===== config.mk =====
export PLATFORM = sky130hd
export DESIGN_NAME = wb_arbiter
export DESIGN_NICKNAME = d
export VERILOG_FILES = /design/src/rtl/wb_arbiter.sv
export SDC_FILE = /design/constraint.sdc
export NUM_CORES = 1
export LEC_CHECK = 0
export CORE_MARGIN = 8
export CORE_UTILIZATION = 40
export DETAILED_ROUTE_END_ITERATION = 10
export GPL_ROUTABILITY_DRIVEN = 1
export PLACE_DENSITY = 0.62
export RECOVER_POWER = 100
export SYNTH_ARGS = -nofsm -noshare
export SYNTH_HDL_FRONTEND = slang
export SYNTH_SLANG_ARGS = --single-unit

===== constraint.sdc =====
create_clock -name clk -period 6.1 [get_ports clk]
set_input_delay 0.915 -clock clk [delete_from_list [all_inputs] [get_ports clk]]
set_output_delay 0.915 -clock clk [all_outputs]
set_load 0.1 [all_outputs]

===== src/rtl/wb_arbiter.sv =====
// rtl/wb_arbiter.sv - register-file write-port arbiter between a single-cycle ALU and a queued MDU
module wb_arbiter #(
    parameter int FIFO_DEPTH   = 4,
    parameter int STARVE_LIMIT = 8
) (
    input  logic                          clk,
    input  logic                          reset,
    input  logic                          alu_valid,
    input  logic [4:0]                    alu_dest,
    input  logic [31:0]                   alu_data,
    input  logic                          mdu_valid,
    output logic                          mdu_ready,
    input  logic [4:0]                    mdu_dest,
    input  logic [31:0]                   mdu_data,
    output logic                          we,
    output logic [4:0]                    write_address,
    output logic [31:0]                   data,
    output logic                          alu_stall,
    output logic [31:0]                   pend_mask,
    output logic [$clog2(FIFO_DEPTH):0]   fifo_count
);

    localparam int PW = $clog2(FIFO_DEPTH);
    localparam int CW = PW + 1;
    localparam logic [7:0] LIMIT = 8'(STARVE_LIMIT);
    localparam logic [CW-1:0] DEPTH_C = CW'(FIFO_DEPTH);

    logic [4:0]    q_dest [FIFO_DEPTH];
    logic [31:0]   q_data [FIFO_DEPTH];
    logic [PW-1:0] rd_ptr;
    logic [PW-1:0] wr_ptr;
    logic [7:0]    wait_cnt;

    logic q_empty;
    logic alu_ok;
    logic issue_alu;
    logic pop;
    logic store;
    logic [PW-1:0] idx;

    assign q_empty   = (fifo_count == '0);
    assign mdu_ready = (fifo_count < DEPTH_C) && !reset;
    assign alu_ok    = alu_valid && (alu_dest != 5'd0);
    // A pending forced issue wins over the ALU and also masks it out.
    assign pop       = !q_empty && (alu_stall || !alu_ok);
    assign issue_alu = alu_ok && !alu_stall;
    // Dest-0 MDU results complete the handshake but are never queued.
    assign store     = mdu_valid && mdu_ready && (mdu_dest != 5'd0);

    always_comb begin
        pend_mask = '0;
        idx       = '0;
        for (int k = 0; k < FIFO_DEPTH; k++) begin
            idx = rd_ptr + PW'(k);
            if (CW'(k) < fifo_count) begin
                pend_mask[q_dest[idx]] = 1'b1;
            end
        end
        pend_mask[0] = 1'b0;
    end

    always_ff @(posedge clk) begin
        if (reset) begin
            we            <= 1'b0;
            write_address <= '0;
            data          <= '0;
            alu_stall     <= 1'b0;
            wait_cnt      <= '0;
            fifo_count    <= '0;
            rd_ptr        <= '0;
            wr_ptr        <= '0;
        end else begin
            we <= pop || issue_alu;
            if (pop) begin
                write_address <= q_dest[rd_ptr];
                data          <= q_data[rd_ptr];
                rd_ptr        <= rd_ptr + 1'b1;
            end else if (issue_alu) begin
                write_address <= alu_dest;
                data          <= alu_data;
            end

            if (store) begin
                q_dest[wr_ptr] <= mdu_dest;
                q_data[wr_ptr] <= mdu_data;
                wr_ptr         <= wr_ptr + 1'b1;
            end

            case ({store, pop})
                2'b10:   fifo_count <= fifo_count + 1'b1;
                2'b01:   fifo_count <= fifo_count - 1'b1;
                default: fifo_count <= fifo_count;
            endcase

            if (pop || q_empty) begin
                wait_cnt <= '0;
            end else if (wait_cnt != LIMIT) begin
                wait_cnt <= wait_cnt + 1'b1;
            end

            alu_stall <= (wait_cnt == LIMIT - 8'd1) && !q_empty && !pop;
        end
    end

endmodule


==> results of run 1 <==
## through the flow
stage          cells  setup slack (ns)  total power [mW]
3_3_place_gp    1116              1.55              3.54
3_5_place_dp    1116              1.49              3.56
6_report        1156             0.915              4.83
2_1_floorplan    687              1.77              3.09
4_1_cts         1156             0.967              4.92
5_1_grt         1156             0.733              5.04
## power breakdown
group          internal (mW)  switching [mW]  total [mW]
registers               1.60           0.107        1.71
clock network          0.822           0.526        1.35
logic                  0.510            1.27        1.78
total                   2.93            1.90        4.83
## per-layer routing
| layer | vias to the layer above | GRT usage, % | part of all wire, % |
|---|---|---|---|
| met4 | 6 | 5.69 | 3.1 |
| met2 | 225 | 30.4 | 49 |
| met1 | 3232 | 21.2 | 41 |
| li1 | 2984 | - | - |
| met3 | 49 | 4.21 | 6.7 |
| met5 | - | 0 | 0.12 |
## Yosys cell counts, types with 5 or more instances
cell type | n | share of area [%]
buf_6 | 8 | 0.96
nand2b_1 | 11 | 0.73
xor2_1 | 6 | 0.56
mux4_2 | 52 | 12
a311oi_1 | 36 | 3.4
o22ai_1 | 10 | 0.66
inv_1 | 9 | 0.36
nor4b_1 | 5 | 0.47
dfxtp_1 | 56 | 12
nor2b_1 | 11 | 0.73
nand3_1 | 7 | 0.37
or4_1 | 5 | 0.40
ha_1 | 10 | 1.3
a22oi_1 | 11 | 0.88
buf_2 | 11 | 0.59
and2_1 | 8 | 0.53
a21oi_1 | 7 | 0.37
or3_1 | 5 | 0.33
clkbuf_1 | 22 | 0.88
edfxtp_1 | 148 | 47
nor2_1 | 63 | 2.5
o221ai_1 | 14 | 1.3
a221o_1 | 12 | 1.3
nand2_1 | 90 | 3.6
## cells by family (layout without fill, tap and decap cells)
kind of cell | Yosys count | after routing | synth area share [%]
xor gates and xnor gates | 10 | 10 | 0.931
buffers and inverters | 55 | 205 | 3.02
other | 1 | 1 | 0.0399
adders and majority gates | 10 | 10 | 1.33
and+or+nand+nor | 240 | 240 | 13.1
muxes | 55 | 55 | 12.8
DFF | 204 | 204 | 59.1
AOI/OAI and AO/OA | 112 | 112 | 9.67
## sequential cells by signal, summed over array words and instances (netlist names), named ones only
name	count
fifo_count	3
data	32
q_dest	20
we	1
rd_ptr	2
wait_cnt	8
q_data	128
alu_stall	1
wr_ptr	2
write_address	5
## worst max-delay path, cell delays in order, from the launching register on
cell,delay [ns]
dfxtp_1,0.86
mux4_2,0.73
or4b_1,0.61
o22ai_1,0.17
a221o_1,0.18
dlygate4sd3_1,1.23
## final timing paths
| kind | slack (ns) | startpoint | cells past startpoint | end |
|---|---|---|---|---|
| worst max-delay path | 0.91 | rd_ptr[0] | 5 | pend_mask[7] |
| worst min-delay path | 0.48 | data[1] | 2 | data[1] |
| worst max register to register | 2.28 | fifo_count[2] | 3 | q_dest[3][0] |
| worst min register to register | 0.48 | data[1] | 2 | data[1] |
## layout make-up
| cell class | count | area, um^2 | area share [%] |
|---|---|---|---|
| sequential | 204 | 5570 | 47.0 |
| multi-input combinational | 428 | 3570 | 30.1 |
| timing repair buffer | 155 | 1530 | 12.9 |
| clock buffer | 28 | 636 | 5.36 |
| tap | 319 | 399 | 3.37 |
| clock inverter | 12 | 115 | 0.971 |
| inverter | 10 | 37.5 | 0.317 |
==> impl_metrics.toml, run 1 <==
[final_layout]
layout_common_cells = "148 x edfxtp_1, 112 x dlygate4sd3_1, 90 x nand2_1"
nets = 909
drive_gt1_share_pct = 12.7
area_delta_synth_final_pct = 26.0
layout_commonest_cell = "edfxtp_1"
final_util_pct = 51.0
final.fill_count = 2025
design_area_um2 = 11900
n_antenna_cell = 0

[clock_network]
cts_resized = 0
cts_tree = "yes"
cts_max_level = 1
numCtsBuffers = 22
path_clk_slew_ns = 0.06
clk-insertion-delay-late_ns = 0.49
cts_sinks = 204
ctsHoldBuffers = 0
post-cts-setup-buffers = 0
cts_root_buf = "clkbuf_16"
clk_path_buf_depth = 3

[timing]
final-hold-violation-count = 0
slew_viol_final = 191
relSlewSlack_pct = -94.8
whs_ns = 0.477
fin_crit_ns = 5.19
fmax_mhz = 193
finalClockSkew_ns = 0.0101
fin_crit_sh_pct = 85.0
grt_setup_unrepaired = "false"
setup_viol = 0
worst_slew_pin_slew_ns = 2.92
setup_tns_ns = 0

[setup_path]
cp.required_ns = 5.18
crit_path_max_fanout = 17
endpoint_kind = "output pin"
worstPathArrival_ns = 4.27
start_kind = "flop"
critPathKind = "flop to output pin"

[floorplan]
rows = 56
ios = 153
die_w_um = 169
die_h_um = 169
coreArea_um2 = 23300
die-area_um2 = 28700
start_util_pct = 40.4

[detailed_routing]
ant_nets = 0
dr.pass1.iters = 5
routed_via_density = 5.62
wl_um = 25800
route.detailed.drc = 0
num_vias = 6496
drtIter0Drc = 478
wire_per_inst_um = 22.3

[power_and_ir_drop]
pwr_density_cell_nw_per_um2 = 407
peakVddDrop_v = 0.000291
p_leak_nw = 3.98

[logic_synthesis]
synth_cell_type_count = 59
postSynth.topFlopCell = "edfxtp_1"
seq_area_frac_synth_pct = 59.1
synthCells = 687
syn_avg_cell_area_um2 = 13.7
async_reset_ff_share_pct = 0
synth_warnings = 0
syn_area_um2 = 9410
ys_ff_latch = 204
synth_edf_count = 148
synthesis.nets = 775

[global_routing]
groute.usage.overall_pct = 17.5
grt_max_degree = 50
grt_pass1_vias = 6814
grt_first_pass_wirelength_um = 39500
gr-total-overflow = 0
antenna_found_initial = 3

[placement]
placed_cell_area_um2 = 11100
dpl.hpwl_um = 18200
gp_routability_congestion = 0.933
port_buffers = 151

[run]
max_cap_viol_count = 5

[status]
violations = "max-capacitance violations, max-slew violations"
outcome = "finished with violations"

[worst_hold_path]
worstHoldPathType = "flop to flop"
Note: power is estimated with default switching activity, not from simulation.
==> run 2: changes to the inputs <==
Settings changed: CORE_UTILIZATION 40 to 27, PLACE_DENSITY 0.62 to 0.45.
==> run 2 against run 1 <==
Effect of this change: the flow still finishes with violations (max-capacitance violations, max-slew violations); power increased by 2.7%; cell area rose by 2.3%; sequential share of layout area is 1.1 points lower; die area rose by 43%; non-clock buffer count increased by 5; critical path depth stayed put; clock power is 7% higher; cell count is 13% higher; register-to-register slack got worse by 0.23 ns; count of clock-buffer cells in the layout up 5; global-route usage down 4.6 points.
==> impl_metrics.toml, run 2 (synthesized netlist as in run 1, its figures left out) <==
[status]
outcome = "finished with violations"
violations = "max-capacitance violations, max-slew violations"

[power_and_ir_drop]
pwr_density_cell_nw_per_um2 = 409
peakVddDrop_v = 0.000213
p_leak_nw = 4.03

[setup_path]
cp.required_ns = 5.18
startpoint = "rd_ptr[0]"
worstPathArrival_ns = 4.32
rr_endpoint = "q_dest[0][3]"
endpoint_kind = "output pin"
r2r_start = "fifo_count[2]"
rr_worst_depth = 4
start_kind = "flop"
crit_path_max_fanout = 17
ff2ff_setup_slack_ns = 2.05
crit_end = "pend_mask[5]"
critPathKind = "flop to output pin"

[timing]
finalClockSkew_ns = 0.0129
setup_viol = 0
fin_crit_sh_pct = 85.8
fin_crit_ns = 5.23
fmax_mhz = 191
final-hold-violation-count = 0
grt_setup_unrepaired = "false"
setup_tns_ns = 0
slew_viol_final = 125
worst_slew_pin_slew_ns = 2.81
relSlewSlack_pct = -87.0

[clock_network]
cts_resized = 0
cts_tree = "yes"
cts_root_buf = "clkbuf_16"
ctsHoldBuffers = 0
numCtsBuffers = 25
post-cts-setup-buffers = 0
cts_max_level = 1
path_clk_slew_ns = 0.06
clk_path_buf_depth = 3
cts_sinks = 204
clk-insertion-delay-late_ns = 0.52

[floorplan]
start_util_pct = 27.3
die_h_um = 203
die_w_um = 203
coreArea_um2 = 34500
ios = 153
die-area_um2 = 41100
rows = 68

[final_layout]
layout_commonest_cell = "edfxtp_1"
final_util_pct = 35.2
top_regs = "q_data: 128 flops, data: 32 flops, q_dest: 20 flops"
nets = 917
largest_reg_flops = 128
layout_common_cells = "148 x edfxtp_1, 112 x dlygate4sd3_1, 90 x nand2_1"
regMostFlops = "q_data"
seq_area_um2 = 5570
multi_input_comb_area_um2 = 3580
final.fill_count = 3439
area_delta_synth_final_pct = 28.9
drive_gt1_share_pct = 12.9

[global_routing]
gr-total-overflow = 0
grt_first_pass_wirelength_um = 41800
grt_max_degree = 50
grt_pass1_vias = 6648
antenna_found_initial = 5
groute.usage.overall_pct = 13.0

[detailed_routing]
num_vias = 6514
ant_nets = 0
routed_via_density = 5.00
dr.pass1.iters = 6
wl_um = 27800
route.detailed.drc = 0
wire_per_inst_um = 21.3
drtIter0Drc = 420

[placement]
dpl.hpwl_um = 18900
gp_routability_congestion = 0.843
port_buffers = 151

[worst_hold_path]
hp-start = "data[16]"
hold_depth = 2
worstHoldPathType = "flop to flop"

[run]
max_cap_viol_count = 4
==> run 2: critical path: stages, from the launching register on <==
cell and delay (ns):
dfxtp_1 0.89, mux4_2 0.72, or4b_1 0.59, o22ai_1 0.22, a221o_1 0.15, dlygate4sd3_1 1.21
==> run 2: final cells by class <==
type | instances | area share (%)
Multi-Input combinational cell | 428 | 29.5
Clock buffer | 33 | 5.65
Timing Repair Buffer | 160 | 12.8
Sequential cell | 204 | 45.9
Tap cell | 455 | 4.69
Clock inverter | 13 | 1.07
Inverter | 10 | 0.309
Antenna cell | 1 | 0.0206
==> run 2: how the worst min path moves through the flow <==
stage	endpoint	slack [ns]
global route	data[19]	0.49
floorplan	wr_ptr[1]	0.47
finish	data[16]	0.48
detailed placement	data[28]	0.47
CTS	data[6]	0.48
global placement	data[15]	0.46
==> run 2: where the power goes <==
group	internal, mW	leakage [nW]	switching [mW]
sequential	1.60	1.81	0.118
combinational	0.516	1.82	1.28
clock	0.879	0.403	0.566
==> run 2: metrics by stage <==
stage	hold WS, ns	cell area (um^2)	worst slack (ns)	power, mW	instances
after floorplan	0.469	9410	1.77	3.09	687
after global placement	0.464	11300	1.47	3.61	1257
after detailed placement	0.471	11300	1.51	3.60	1257
after CTS	0.482	12200	0.945	5.07	1303
after global routing	0.495	12100	0.693	5.18	1303
final	0.477	12100	0.868	4.96	1304
==> run 2: per-layer routing <==
metal  track usage [%]  up-vias  part of all wire [%]
met5                 0        -                  0.17
met4              3.24        8                   2.2
met3              3.76       48                   7.0
met2              20.3      242                    45
met1              17.5     3204                    46
li1                  -     3012                     -
